$ cat src/rtl/sync_ram_pkg.sv
// ---------------------------------------------------------------------------
// sync_ram_pkg
// Shared constants for the sync_ram scratch memory: default word width,
// default address width and the derived depth.
// ---------------------------------------------------------------------------
package sync_ram_pkg;

    localparam int RAM_DATA_WIDTH = 4;
    localparam int RAM_ADDR_WIDTH = 4;
    localparam int RAM_DEPTH      = 2 ** RAM_ADDR_WIDTH;

endpackage : sync_ram_pkg

$ cat src/rtl/sync_ram.sv
// ---------------------------------------------------------------------------
// sync_ram
// Single-port synchronous RAM (default 16 x 4) with separate write and read
// enables and a registered read port (one cycle of latency).
//
// Ports:
//   clk   in   system clock, all state updates on the rising edge
//   rst   in   synchronous active-high reset; clears dout and every word
//   we    in   write enable: mem[addr] <= din
//   re    in   read enable:  dout <= mem[addr]
//   addr  in   [ADDR_WIDTH-1:0] shared read/write word address
//   din   in   [DATA_WIDTH-1:0] write data
//   dout  out  [DATA_WIDTH-1:0] registered read data, holds when re=0
// ---------------------------------------------------------------------------
module sync_ram
    import sync_ram_pkg::*;
#(
    parameter int DATA_WIDTH = RAM_DATA_WIDTH,
    parameter int ADDR_WIDTH = RAM_ADDR_WIDTH
) (
    input  logic                  clk,
    input  logic                  rst,
    input  logic                  we,
    input  logic                  re,
    input  logic [ADDR_WIDTH-1:0] addr,
    input  logic [DATA_WIDTH-1:0] din,
    output logic [DATA_WIDTH-1:0] dout
);

    localparam int DEPTH = 2 ** ADDR_WIDTH;

    logic [DATA_WIDTH-1:0] mem_q  [DEPTH];
    logic [DATA_WIDTH-1:0] mem_d  [DEPTH];
    logic [DATA_WIDTH-1:0] dout_q;
    logic [DATA_WIDTH-1:0] dout_d;

    // Next-state for storage and read register.
    // The read samples mem_q (pre-write contents), which gives
    // read-before-write when we and re hit the same address.
    always_comb begin
        mem_d  = mem_q;
        dout_d = dout_q;
        if (we) begin
            mem_d[addr] = din;
        end else begin
            mem_d = mem_q;
        end
        if (re) begin
            dout_d = mem_q[addr];
        end else begin
            dout_d = dout_q;
        end
    end

    // State registers; reset wins over any write/read on the same edge.
    always_ff @(posedge clk) begin
        if (rst) begin
            mem_q  <= '{default: {DATA_WIDTH{1'b0}}};
            dout_q <= {DATA_WIDTH{1'b0}};
        end else begin
            mem_q  <= mem_d;
            dout_q <= dout_d;
        end
    end

    assign dout = dout_q;

endmodule : sync_ram

$ cat config.mk
export PLATFORM = sky130hd
export DESIGN_NAME = sync_ram
export DESIGN_NICKNAME = d
export VERILOG_FILES = /design/src/rtl/sync_ram_pkg.sv /design/src/rtl/sync_ram.sv
export SDC_FILE = /design/constraint.sdc
export NUM_CORES = 1
export LEC_CHECK = 0
export CAP_MARGIN = 25
export CORE_MARGIN = 2
export CORE_UTILIZATION = 55
export DETAILED_ROUTE_END_ITERATION = 6
export GPL_TIMING_DRIVEN = 1
export PLACE_DENSITY = 0.74
export SETUP_SLACK_MARGIN = 0.1
export SYNTH_ARGS = -nofsm -noshare
export SYNTH_HDL_FRONTEND = slang
export SYNTH_SLANG_ARGS = --single-unit
$ cat constraint.sdc
create_clock -name clk -period 2.1 [get_ports clk]
set_input_delay 0.315 -clock clk [delete_from_list [all_inputs] [get_ports clk]]
set_output_delay 0.315 -clock clk [all_outputs]
set_load 0.03 [all_outputs]
==> run_results.csv <==
group,metric,value,unit
sta,finalWorstPathRequiredPeriod,1.756,ns
power,power_density_over_the_cells,726.5,mW/mm^2
floorplan,num_rows,27,
route,routed-via-count,2522,
synth,mappedNetlistNets,361,
global_route,global_route.overflow_total,0,
clock_network,tritoncts.num_buffers,9,
route,viasPerCell,5.771,
route,drc,0,
critical_path,critical_path.top_delay_family,"buffers and inverters",
final_layout,fill_cell_count,472,
sta,maxClockFrequency,569.4,MHz
final_layout,fin_util,0.6396,
power,power_frac_seq,0.516,
floorplan,initial_utilization,0.5662,
synth,syn-mean-instance-area,8.934,sq um
route,drt-pass1-iter-count,5,
sta,postLayoutSetupSlackWorst,0.3437,ns
critical_path,cp_max_stage_delay,0.46,ns
final_layout,layout.cells.non_filler,437,
placed_design,io_buffer_count,15,
global_route,first_global_vias,2330,
sta,final_max_slew_viol_count,0,
clock_network,max-clock-path-buffers,2,
power,total_leakage_power,1.363,nW
synth,synth_cell_types,30,
flow_run,max-cap-violations,0,
final_layout,layout-drive-gt1-share,0.1205,
floorplan,dieArea,0.006288,sq mm
final_layout,layout.cell_area.non_filler,0.003522,sq mm
synth,synth-warning-count,0,
placed_design,globalplace.congestion,0.8330,
critical_path,startpoint_type,"primary input",
sta,timing.final.crit_share,0.8363,
critical_path,worst_path_arrival_time,2.03,ns
sta,setup_viol,0,
route,routed_wire_length_per_instance,15.84,um
power,sw_frac_of_total,0.2440,
clock_network,h-tree-depth,3,
power,p_clk_frac,0.388,
synth,post_synth_inst_count,349,
synth,ys_ff_latch,68,
sta,max-slew-margin-rel,0.4824,
final_layout,area_growth,12.96,%
route,final_routed_wirelength,6923,um
clock_network,worst_setup_hold_path_clk_slew,0.07,ns
placed_design,detailedPlacementHpwl,4760,um
route,dr.first_iter.drc_count,192,
power,power.internal,1.934,mW
final_layout,register_cell_area_after_layout,0.001361,sq mm
placed_design,placed_cells,421,
clock_network,post_cts_hold_buffer_count,0,
sta,rsz0062_at_grt,"false",
clock_network,worst_skew_pair.late_latency,0.35,ns
critical_path,critical_path.endpoint_type,"flop",
clock_network,clock_sinks,68,
clock_network,clock_tree_from_tritoncts,"done",
critical_path,critical-path-slowest-cell,"sky130_fd_sc_hd__clkdlybuf4s50_1",
final_layout,antenna-diode-count,0,
floorplan,boundaryPins,16,
critical_path,critical_path_class,"primary input to flop",
sta,timing_hold_violations_final,0,
global_route,grt_antenna_before_repair,0,
sta,timing.setup.tns,0,ns
synth,yosysSeqAreaShare,0.4366,
global_route,grt_first_pass_wirelength,11650,um
critical_path,path_buf_inv,3,
placed_design,placedInstanceArea,0.003341,sq mm
route,antenna_violating_nets_post_route,0,
clock_network,cts-root-buf,"sky130_fd_sc_hd__clkbuf_8",
sta,fin_worst_skew,0.008967,ns
hold_path,holdCritPathClass,"primary input to flop",
global_route,global_route.usage.total,0.2447,
critical_path,critical_path_required,2.37,ns
floorplan,fp.dieW,79.30,um
floorplan,die_h,79.30,um
power,vdd.ir_drop.worst,0.5596,mV
placed_design,post-place-ws,-0.01272,ns
clock_network,cts_post_setup_buffers_inserted,0,
clock_network,postCtsResizedCells,0,
status,outcome,"completed",
power,switchingPower,0.6242,mW
sta,worstMarginPinSlew,0.7740,ns
critical_path,timing.critical_path.fanout_max,15,
sta,fin_worst_hold_slack,0.3942,ns
final_layout,multiInputGateArea,0.001592,sq mm
synth,syn_area,0.003118,sq mm
critical_path,crit_chain,"clkdlybuf4s50_1 -> buf_4 -> buf_4 -> nand2_1 -> nor2_1 -> nand2_1 -> a21oi_1",
power,comb_power_share,0.096,
final_layout,finalNetCount,372,
floorplan,floorplan.core_area,0.005507,sq mm
power,totalPowerFinal,2.559,mW
global_route,grt_start_max_net_pins,27,
layer usage:
layer / wire length (um) / share of wire / up-vias / GRT usage
met3: 524 / 0.076 / 10 / 0.07273
met4: 87 / 0.013 / 0 / 0.09828
met5: 0 / 0 / - / 0
met1: 2989 / 0.43 / 1188 / 0.3128
met2: 3322 / 0.48 / 72 / 0.3881
li1: - / - / 1252 / -
layout make-up:
type	count	area share
flip-flops and latches	68	0.3865
repair buffers	32	0.08455
multi-input cells	249	0.4519
clock buffers	15	0.05009
clock inverters	1	0.001421
well taps	72	0.02558
cell usage after synthesis:
cell	count	area (sq um)
sky130_fd_sc_hd__dfxtp_1	68	1361
sky130_fd_sc_hd__nand2_1	43	161.4
sky130_fd_sc_hd__a21oi_1	40	200.2
sky130_fd_sc_hd__mux2i_1	40	400.4
sky130_fd_sc_hd__nor2_1	36	135.1
sky130_fd_sc_hd__o21ai_0	36	180.2
sky130_fd_sc_hd__clkbuf_1	23	86.33
sky130_fd_sc_hd__mux4_2	8	180.2
sky130_fd_sc_hd__nand3_1	6	30.03
sky130_fd_sc_hd__nor3_1	6	30.03
sky130_fd_sc_hd__o22ai_1	5	31.28
sky130_fd_sc_hd__nand2b_1	4	25.02
sky130_fd_sc_hd__nand3b_1	4	30.03
sky130_fd_sc_hd__o32ai_1	4	35.03
sky130_fd_sc_hd__buf_2	3	15.01
sky130_fd_sc_hd__buf_6	3	33.78
sky130_fd_sc_hd__or3_1	3	18.77
sky130_fd_sc_hd__a211oi_1	2	15.01
sky130_fd_sc_hd__buf_4	2	15.01
sky130_fd_sc_hd__nor2b_1	2	12.51
sky130_fd_sc_hd__nor4_1	2	12.51
sky130_fd_sc_hd__and3_1	1	6.260
sky130_fd_sc_hd__buf_8	1	15.01
sky130_fd_sc_hd__mux2_2	1	11.26
sky130_fd_sc_hd__mux2_4	1	15.01
sky130_fd_sc_hd__nand3b_4	1	20.02
sky130_fd_sc_hd__nor3b_2	1	12.51
sky130_fd_sc_hd__o22ai_2	1	12.51
sky130_fd_sc_hd__or2b_1	1	7.510
sky130_fd_sc_hd__or3b_1	1	8.760
worst register-to-register path, cell delays in order, from the launching register on:
cell and delay (ns):
sky130_fd_sc_hd__dfxtp_1 0.32, sky130_fd_sc_hd__mux4_2 0.45, sky130_fd_sc_hd__mux2_2 0.27, sky130_fd_sc_hd__o22ai_1 0.12, sky130_fd_sc_hd__nor3_1 0.06
sequential cells by signal, summed over array words and instances (netlist names):
signal,count
dout,4
mem_q,64
final timing paths:
check                 start  slack, ns  depth (start not counted)   endpoint
setup / recovery    addr[3]       0.34                          7  mem_q[10]
hold / removal          rst       0.39                          2  mem_q[51]
setup reg to reg  mem_q[62]       0.75                          4    dout[2]
hold reg to reg   mem_q[61]       0.46                          2  mem_q[61]
logic make-up after synthesis:
logic type	share of synthesized area
compound gates	0.1521
buf+inv	0.05296
flops	0.4366
mux	0.1946
simple gates	0.1637
placed cells by master, fill, tap and decap left out, types with 5 or more instances in the layout:
cell	instances
sky130_fd_sc_hd__o22ai_1	5
sky130_fd_sc_hd__o21ai_0	36
sky130_fd_sc_hd__clkdlybuf4s50_1	14
sky130_fd_sc_hd__nand2_1	43
sky130_fd_sc_hd__mux2i_1	40
sky130_fd_sc_hd__dfxtp_1	68
sky130_fd_sc_hd__mux4_2	8
sky130_fd_sc_hd__buf_4	15
sky130_fd_sc_hd__nor3_1	6
sky130_fd_sc_hd__nand3_1	6
sky130_fd_sc_hd__a21oi_1	40
sky130_fd_sc_hd__clkbuf_8	12
sky130_fd_sc_hd__nor2_1	36
power by group through the flow:
stage,logic (mW),registers (mW),clock network (mW)
3_3_place_gp,0.244,1.35,0
3_5_place_dp,0.244,1.35,0
2_1_floorplan,0.150,1.36,0
5_1_grt,0.267,1.32,1.08
6_report,0.246,1.32,0.992
4_1_cts,0.245,1.32,1.01
Note: power is estimated with default switching activity, not from simulation.
